==> src/rtl/fp_div_arbiter.sv <==
// fp_div_arbiter: shares one fixed-latency FP32 divider between two requesters.
// Round-robin grant, registered operands, and a tag pipe matching the divider
// latency that steers each quotient back to the requester that issued it.
module fp_div_arbiter #(
  parameter int LAT = 12,
  parameter int W   = 32
) (
  input  logic                     clk,
  input  logic                     rst,
  input  logic                     req0_valid,
  input  logic [W-1:0]             req0_a,
  input  logic [W-1:0]             req0_b,
  output logic                     req0_ready,
  input  logic                     req1_valid,
  input  logic [W-1:0]             req1_a,
  input  logic [W-1:0]             req1_b,
  output logic                     req1_ready,
  output logic [W-1:0]             div_a,
  output logic [W-1:0]             div_b,
  input  logic [W-1:0]             div_c,
  output logic                     res0_valid,
  output logic [W-1:0]             res0_data,
  output logic                     res1_valid,
  output logic [W-1:0]             res1_data,
  input  logic                     drain,
  output logic                     drained,
  output logic [$clog2(LAT+2)-1:0] inflight
);
  localparam int CW = $clog2(LAT+2);

  typedef enum logic {ST_RUN, ST_DRAIN} state_t;

  state_t        state_q, state_d;
  logic          last_q, last_d;        // requester granted most recently
  logic [LAT:0]  tag_vld_q, tag_vld_d;  // slot holds a live operation
  logic [LAT:0]  tag_id_q, tag_id_d;    // owner of that operation
  logic [W-1:0]  div_a_q, div_a_d;
  logic [W-1:0]  div_b_q, div_b_d;
  logic          res0_valid_q, res0_valid_d;
  logic          res1_valid_q, res1_valid_d;
  logic [W-1:0]  res0_data_q, res0_data_d;
  logic [W-1:0]  res1_data_q, res1_data_d;
  logic [CW-1:0] inflight_q, inflight_d;
  logic          drained_q, drained_d;
  logic          gnt0, gnt1;
  logic          accept, retire;

  // Round-robin grant; nothing is granted while draining or while drain is being raised.
  always_comb begin
    gnt0 = 1'b0;
    gnt1 = 1'b0;
    if (state_q == ST_RUN && !drain) begin
      if (req0_valid && req1_valid) begin
        gnt0 = last_q;
        gnt1 = !last_q;
      end else begin
        gnt0 = req0_valid;
        gnt1 = req1_valid;
      end
    end
  end

  assign accept = gnt0 | gnt1;
  assign retire = tag_vld_q[LAT];

  // Next-state: operand capture, tag shift, result steering, in-flight count, drain FSM.
  always_comb begin
    state_d      = state_q;
    last_d       = last_q;
    div_a_d      = div_a_q;
    div_b_d      = div_b_q;
    res0_data_d  = res0_data_q;
    res1_data_d  = res1_data_q;
    inflight_d   = inflight_q;
    tag_vld_d    = {tag_vld_q[LAT-1:0], accept};
    tag_id_d     = {tag_id_q[LAT-1:0], gnt1};
    res0_valid_d = retire && !tag_id_q[LAT];
    res1_valid_d = retire && tag_id_q[LAT];
    drained_d    = (state_q == ST_DRAIN) && drain && (inflight_q == '0);

    if (accept) begin
      div_a_d = gnt1 ? req1_a : req0_a;
      div_b_d = gnt1 ? req1_b : req0_b;
      last_d  = gnt1;
    end

    if (res0_valid_d) res0_data_d = div_c;
    if (res1_valid_d) res1_data_d = div_c;

    case ({accept, retire})
      2'b10:   inflight_d = inflight_q + CW'(1);
      2'b01:   inflight_d = inflight_q - CW'(1);
      default: inflight_d = inflight_q;
    endcase

    case (state_q)
      ST_RUN:   if (drain)  state_d = ST_DRAIN;
      ST_DRAIN: if (!drain) state_d = ST_RUN;
      default:  state_d = ST_RUN;
    endcase
  end

  // State registers; reset empties the tag pipe so in-flight quotients are dropped.
  always_ff @(posedge clk) begin
    if (!rst) begin
      state_q      <= ST_RUN;
      last_q       <= 1'b1;
      tag_vld_q    <= '0;
      tag_id_q     <= '0;
      div_a_q      <= '0;
      div_b_q      <= '0;
      res0_valid_q <= 1'b0;
      res1_valid_q <= 1'b0;
      res0_data_q  <= '0;
      res1_data_q  <= '0;
      inflight_q   <= '0;
      drained_q    <= 1'b0;
    end else begin
      state_q      <= state_d;
      last_q       <= last_d;
      tag_vld_q    <= tag_vld_d;
      tag_id_q     <= tag_id_d;
      div_a_q      <= div_a_d;
      div_b_q      <= div_b_d;
      res0_valid_q <= res0_valid_d;
      res1_valid_q <= res1_valid_d;
      res0_data_q  <= res0_data_d;
      res1_data_q  <= res1_data_d;
      inflight_q   <= inflight_d;
      drained_q    <= drained_d;
    end
  end

  assign req0_ready = gnt0;
  assign req1_ready = gnt1;
  assign div_a      = div_a_q;
  assign div_b      = div_b_q;
  assign res0_valid = res0_valid_q;
  assign res1_valid = res1_valid_q;
  assign res0_data  = res0_data_q;
  assign res1_data  = res1_data_q;
  assign inflight   = inflight_q;
  assign drained    = drained_q;

endmodule
==> config.mk <==
export PLATFORM = sky130hd
export DESIGN_NAME = fp_div_arbiter
export DESIGN_NICKNAME = d
export VERILOG_FILES = /design/src/rtl/fp_div_arbiter.sv
export SDC_FILE = /design/constraint.sdc
export NUM_CORES = 1
export LEC_CHECK = 0
export CAP_MARGIN = 20
export CORE_AREA = 5 5 125 127
export CTS_BUF_LIST = sky130_fd_sc_hd__clkbuf_8
export CTS_CLUSTER_DIAMETER = 60
export DETAILED_ROUTE_END_ITERATION = 12
export DIE_AREA = 0 0 130 132
export GPL_ROUTABILITY_DRIVEN = 1
export PLACE_DENSITY = 0.88
export SYNTH_ARGS = -nofsm -noshare
export SYNTH_HDL_FRONTEND = slang
export SYNTH_SLANG_ARGS = --single-unit
export TNS_END_PERCENT = 30
==> constraint.sdc <==
create_clock -name clk -period 3.3 [get_ports clk]
set_clock_uncertainty 0.1 [all_clocks]
set_input_delay 0.66 -clock clk [delete_from_list [all_inputs] [get_ports clk]]
set_output_delay 0.66 -clock clk [all_outputs]
set_load 0.01 [all_outputs]
==> run metrics, run 1 <==
hold_buf cts 0; Avg WL per Cell 18.38 um; data arrival time of the critical path 2.26 ns; highest routed layer met4; CORE AREA 14310 um^2; min cycle time layout 3.022 ns; Post-synth top flop dfxtp_1; worst hold start tag_id_q[11]; R2R Setup Slk 1.10 ns; cell taking the most area after synthesis dfxtp_1; Final Hold Vio Count 0; R2R Path Start state_q; largest cells by area after synthesis dfxtp_1 (58%), a222oi_1 (11%), nand2_1 (8.7%); Worst setup SP type primary input; clock buffer depth 2; Starting Density 0.3937; asr flop ratio synth 0; R2R depth 8; Slew Limit Fails 0; vias per cell 5.283; Reg area 3263 um^2; Total GRT Usage 0.2243; HPWL Detailed 14280 um; H-tree depth 4; Synth cell types 27; Clock Latency Late Sink 0.44 ns; net count after synthesis 774; fin area 9200 um^2; peak supply drop 0.0003471 V; sequential element share of the synthesized area 0.5790; number of buffers created by CTS 17; mapped cell area 5635 um^2; Hold EP tag_id_q[12]; metal3 WL 2418 um; DRC 0; hold slack 0.3397 ns; HP Class flip-flop to flip-flop; Post-Route Setup TNS 0 ns; critical path fanouts, max 4; M1 WL 7239 um; area delta synth->final 63.25%; drt total wl 19900 um; 1st-pass router iterations 9; gr ovfl total 0; clk sink count 163; fin nets 1052; yosys warns 0; initial drt markers 465; RSZ-0062 raised after global routing false; LEAKAGE 3.286 nW; vias in the first global route 5623; Req. time, crit path 2.54 ns; critical path type primary input to output pin; Pwr Density 449.9 nW/um^2; area post-placement 8762 um^2; Die Y 132 um; max cap viols 0; Worst Hold Depth 1; relative max-transition margin 0.5237; met2 WL 9591 um; total power 4.139 mW; port bufs 301; status complete, no violations; number of synthesized flops with an enable pin 0; largest net degree at the start of global routing 66; row count 44; first-pass GRT wire length 29940 um; setup bufs post-CTS 0; CTS tree built; synthesis-stage register bit count 163; top cell type's share of synthesized area 0.5790; Die ar. 17160 um^2; routability congestion estimate 0.8607; Worst Tran Pin Value 0.7145 ns; Final Util 0.6427; area of the multi-input gates 2120 um^2; Max Fclk 330.9 MHz; Syn Inst Count 605; Worst Setup End Kind output pin; Tcrit/Tclk final 0.9157; vias post-DR 5721; Worst-path clk slew 0.08 ns; Antenna Violating Nets Remaining 0; Resize count post-CTS 0; Ports 302; layout cells sized above 1 0.05469; CTS Root Cell clkbuf_8; initial antenna violation count 3; layout filler cell count 1133; die width 130 um; Syn Area/Cell 9.315 um^2; Worst R2R End inflight[3]; Final Setup Violations 0
[sequential cells by signal, indices dropped and copies added (netlist names)]
signal,count
div_a,32
div_b,32
drained,1
inflight,4
last_q,1
res0_data,32
res0_valid,1
res1_data,32
res1_valid,1
state_q,1
tag_id_q,13
tag_vld_q,13
[worst max-delay path, stage by stage]
cell	delay [ns]
clkdlybuf4s50_1	0.45
or3b_1	0.45
a21oi_4	0.15
clkdlybuf4s50_1	0.55
[per-layer routing]
metal | global-route usage | vias to the layer above
li1 | - | 2688
met1 | 0.2481 | 2710
met2 | 0.3579 | 282
met3 | 0.1094 | 41
met4 | 0.1085 | 0
met5 | 0 | -
[how the worst max path moves through the flow]
stage	startpoint	to	slack, ns	depth (start not counted)
3_5_place_dp	drain	req0_ready	0.28	4
3_3_place_gp	drain	req0_ready	0.28	4
5_1_grt	req1_valid	req1_ready	0.25	4
4_1_cts	drain	req0_ready	0.27	4
2_1_floorplan	req0_valid	inflight[3]	0.63	8
6_report	drain	req0_ready	0.28	4
[power breakdown]
part / internal (mW) / leakage (nW) / switching, mW
Clock: 0.771 / 0.213 / 0.782
Sequential: 2.02 / 1.32 / 0.0329
Combinational: 0.326 / 1.75 / 0.207
[through the flow]
stage | std cells | setup WS (ns)
final | 1083 | 0.2783
after detailed placement | 1048 | 0.2806
after CTS | 1080 | 0.2735
after floorplan | 605 | 0.6346
after global placement | 1048 | 0.2803
after global routing | 1083 | 0.2478
[cells in the mapped netlist, types with 3 or more instances]
| cell type | n |
|---|---|
| buf_2 | 3 |
| dfxtp_1 | 163 |
| a222oi_1 | 64 |
| ha_1 | 3 |
| buf_4 | 7 |
| nand2_1 | 130 |
| inv_1 | 4 |
| clkbuf_1 | 38 |
| buf_6 | 4 |
| nor2_1 | 73 |
| and2_1 | 27 |
| a21oi_1 | 69 |
[layout by cell type (no fill, tap or decap), drive strengths merged, types with 2 or more instances in the layout]
cell / instances
diode: 3
clkinvlp: 2
bufinv: 3
clkinv: 5
or3b: 2
a222oi: 64
nand2: 130
clkdlybuf4s50: 301
ha: 3
and3: 2
clkbuf: 17
inv: 10
buf: 12
a21oi: 71
and2: 27
dfxtp: 163
nor2: 73
xor2: 2
[area by class of cell]
type / instances / area share
Sequential cell: 163 / 0.3547
Timing Repair Buffer: 313 / 0.3400
Multi-Input combinational cell: 383 / 0.2304
Clock buffer: 17 / 0.02543
Tap cell: 184 / 0.02502
Clock inverter: 15 / 0.02135
Inverter: 5 / 0.002312
Antenna cell: 3 / 0.0008160
[cells by family (layout without fill, tap and decap cells)]
family	Yosys count	count (layout)	share of synthesized area
AO/OA/AOI/OAI	138	138	0.1816
XOR/XNOR	2	2	0.003109
adder cells (fa/ha/maj)	4	4	0.01021
buffers and inverters	59	350	0.04995
flip-flops	163	163	0.5790
other	0	3	0
AND/OR/NAND/NOR	239	239	0.1761
(Power assumes the default switching activity.)
==> run 2: changes to the inputs <==
--- a/config.mk
+++ b/config.mk
@@ -6,13 +6,13 @@
 export NUM_CORES = 1
 export LEC_CHECK = 0
 export CAP_MARGIN = 20
-export CORE_AREA = 5 5 125 127
+export CORE_AREA = 5 5 144 146
 export CTS_BUF_LIST = sky130_fd_sc_hd__clkbuf_8
 export CTS_CLUSTER_DIAMETER = 60
 export DETAILED_ROUTE_END_ITERATION = 12
-export DIE_AREA = 0 0 130 132
+export DIE_AREA = 0 0 149 151
 export GPL_ROUTABILITY_DRIVEN = 1
-export PLACE_DENSITY = 0.88
+export PLACE_DENSITY = 0.7
 export SYNTH_ARGS = -nofsm -noshare
 export SYNTH_HDL_FRONTEND = slang
 export SYNTH_SLANG_ARGS = --single-unit
==> run 2 against run 1 <==
  * Worst hold slack worse by 0.0066 ns
  * Final cell count increased by 7.2%
  * Sequential share of layout area shrank 0.15 points
  * Non-clock buffer count stayed put
  * Combinational power about the same
  * First-iteration DRC count is 14% lower
  * Sequential power about the same
  * Routed wire length is 1.6% higher
  * Highest routed layer unchanged
==> run metrics, run 2 (synthesis gave the netlist of run 1 again) <==
fin area 9240 um^2 (+0.44%); Avg WL per Cell 17.41 um (-5.3%); setup bufs post-CTS 0 (unchanged); Final Hold Vio Count 0 (unchanged); Worst setup SP type primary input; Total GRT Usage 0.1736 (-0.05066); relative max-transition margin 0.5029 (-0.02076); Worst R2R End inflight[3]; total power 4.033 mW (-2.5%); area post-placement 8851 um^2 (+1.0%); Slew Limit Fails 0 (unchanged); hold_buf cts 0 (unchanged); HP Class flip-flop to flip-flop; peak supply drop 0.0002527 V (-27%); CTS Root Cell clkbuf_8; Worst Setup End Kind output pin; data arrival time of the critical path 2.27 ns (about the same); placed cell count 1129 (+7.7%); drt total wl 20220 um (+1.6%); R2R Path Start state_q; crit path cell chain clkdlybuf4s50_1 -> or3b_1 -> a21oi_4 -> clkdlybuf4s50_1; Ports 302 (unchanged); Antenna Violating Nets Remaining 0 (unchanged); RSZ-0062 raised after global routing false; die width 149 um (+15%); Post-Route Setup TNS 0 ns (unchanged); Worst Tran Pin Value 0.7456 ns (+0.03114 ns); Setup Slack @ Placement 0.2784 ns (-0.002189 ns); Pwr Density 436.5 nW/um^2 (-3.0%); Crit-path slowest cell clkdlybuf4s50_1; max incr delay on CP 0.58 ns (+0.03 ns); CP bufs+invs 2 (unchanged); hold slack 0.3331 ns (-0.006590 ns); CTS tree built; first-pass GRT wire length 30500 um (+1.9%); Clock Latency Late Sink 0.44 ns (about the same); min cycle time layout 3.026 ns (+0.004295 ns); most frequent cells in the layout clkdlybuf4s50_1 (301), dfxtp_1 (163), nand2_1 (130), nor2_1 (73), a21oi_1 (69); Req. time, crit path 2.54 ns (about the same); row count 51 (+16%); Max Fclk 330.5 MHz (-0.14%); clk sink count 163 (unchanged); Starting Density 0.2924 (-0.1013); critical path type primary input to output pin; Post-Layout Cell Count 1161 (+7.2%); R2R depth 8 (unchanged); Die ar. 22500 um^2 (+31%); Die Y 151 um (+14%); DRC 0 (unchanged); routability congestion estimate 0.7621 (-11%); worst hold start tag_vld_q[4]; initial antenna violation count 0 (-3); Final Util 0.4795 (-0.1633); CP top delay family buffers and inverters; initial drt markers 399 (-14%); number of buffers created by CTS 17 (unchanged); H-tree depth 4 (unchanged); Worst path most repeated cell clkdlybuf4s50_1; Tcrit/Tclk final 0.9170 (+0.001302); layout cells sized above 1 0.05357 (-0.001116); Worst-path clk slew 0.09 ns (about the same); largest net degree at the start of global routing 66 (unchanged); max cap viols 0 (unchanged); Resize count post-CTS 0 (unchanged); vias in the first global route 5477 (-2.6%); CORE AREA 19270 um^2 (+35%); area delta synth->final 63.97%; Setup WS post-layout 0.2740 ns (-0.004295 ns); Hold EP tag_vld_q[5]; 1st-pass router iterations 8 (-1); LEAKAGE 3.273 nW (-0.40%); HPWL Detailed 14270 um (about the same); # diodes 0 (-3); vias post-DR 5562 (-2.8%); layout filler cell count 1863 (+64%); clock buffer depth 2 (unchanged); R2R Setup Slk 1.12 ns (+0.02 ns); fin nets 1052 (unchanged); Final Setup Violations 0 (unchanged); port bufs 301 (unchanged); gr ovfl total 0 (unchanged); Worst Hold Depth 1 (unchanged); critical path fanouts, max 4 (unchanged); most common cell after layout, fill and taps aside clkdlybuf4s50_1; status complete, no violations; vias per cell 4.791 (-9.3%)
## run 2: changes by cell type in the layout (fill, tap and decap cells not counted), moves of 2 or more
cell / change
clkinv_2: +3
diode_2: -3
clkinv_4: -2
inv_6: +2
inv_8: -2
## run 2: per-layer routing
| metal | track usage | routed length [um] | vias up |
|---|---|---|---|
| li1 | - | - | 2684 |
| met1 | 0.2098 | 7997 | 2605 |
| met2 | 0.2756 | 9521 | 245 |
| met3 | 0.08229 | 2311 | 28 |
| met4 | 0.05309 | 386 | 0 |
| met5 | 0 | 0 | - |
## run 2: layout make-up
class                   instances  area [um^2]  share of cell area
flip-flops and latches        163         3263              0.3531
clock buffers                  17        234.0             0.02532
repair buffers                313         3115              0.3372
clock inverters                15        155.1             0.01679
inverters                       5        21.27            0.002302
well taps                     265        331.6             0.03588
multi-input cells             383         2120              0.2294
## run 2: report_power, final
part	internal (mW)	switching, mW
sequential	2.02	0.0323
clock	0.681	0.768
combinational	0.325	0.207
total	3.03	1.01
## run 2: worst max path at each step
stage / slack (ns) / depth (start not counted) / start / to
5_1_grt: 0.22 / 4 / drain / req0_ready
3_5_place_dp: 0.28 / 4 / drain / req1_ready
6_report: 0.27 / 4 / drain / req0_ready
4_1_cts: 0.27 / 4 / drain / req0_ready
2_1_floorplan: 0.63 / 8 / req0_valid / inflight[3]
3_3_place_gp: 0.26 / 4 / drain / req0_ready
==> run 3: changes to the inputs <==
--- a/config.mk
+++ b/config.mk
@@ -6,14 +6,14 @@
 export NUM_CORES = 1
 export LEC_CHECK = 0
 export CAP_MARGIN = 20
-export CORE_AREA = 5 5 144 146
+export CORE_AREA = 5 5 125 127
 export CTS_BUF_LIST = sky130_fd_sc_hd__clkbuf_8
 export CTS_CLUSTER_DIAMETER = 60
 export DETAILED_ROUTE_END_ITERATION = 12
-export DIE_AREA = 0 0 149 151
+export DIE_AREA = 0 0 130 132
 export GPL_ROUTABILITY_DRIVEN = 1
-export PLACE_DENSITY = 0.7
+export PLACE_DENSITY = 0.88
 export SYNTH_ARGS = -nofsm -noshare
 export SYNTH_HDL_FRONTEND = slang
 export SYNTH_SLANG_ARGS = --single-unit
-export TNS_END_PERCENT = 30
+export TNS_END_PERCENT = 100
==> results of run 3 <==
Same layout as run 1: the final DEF is identical, and so are final timing and power.
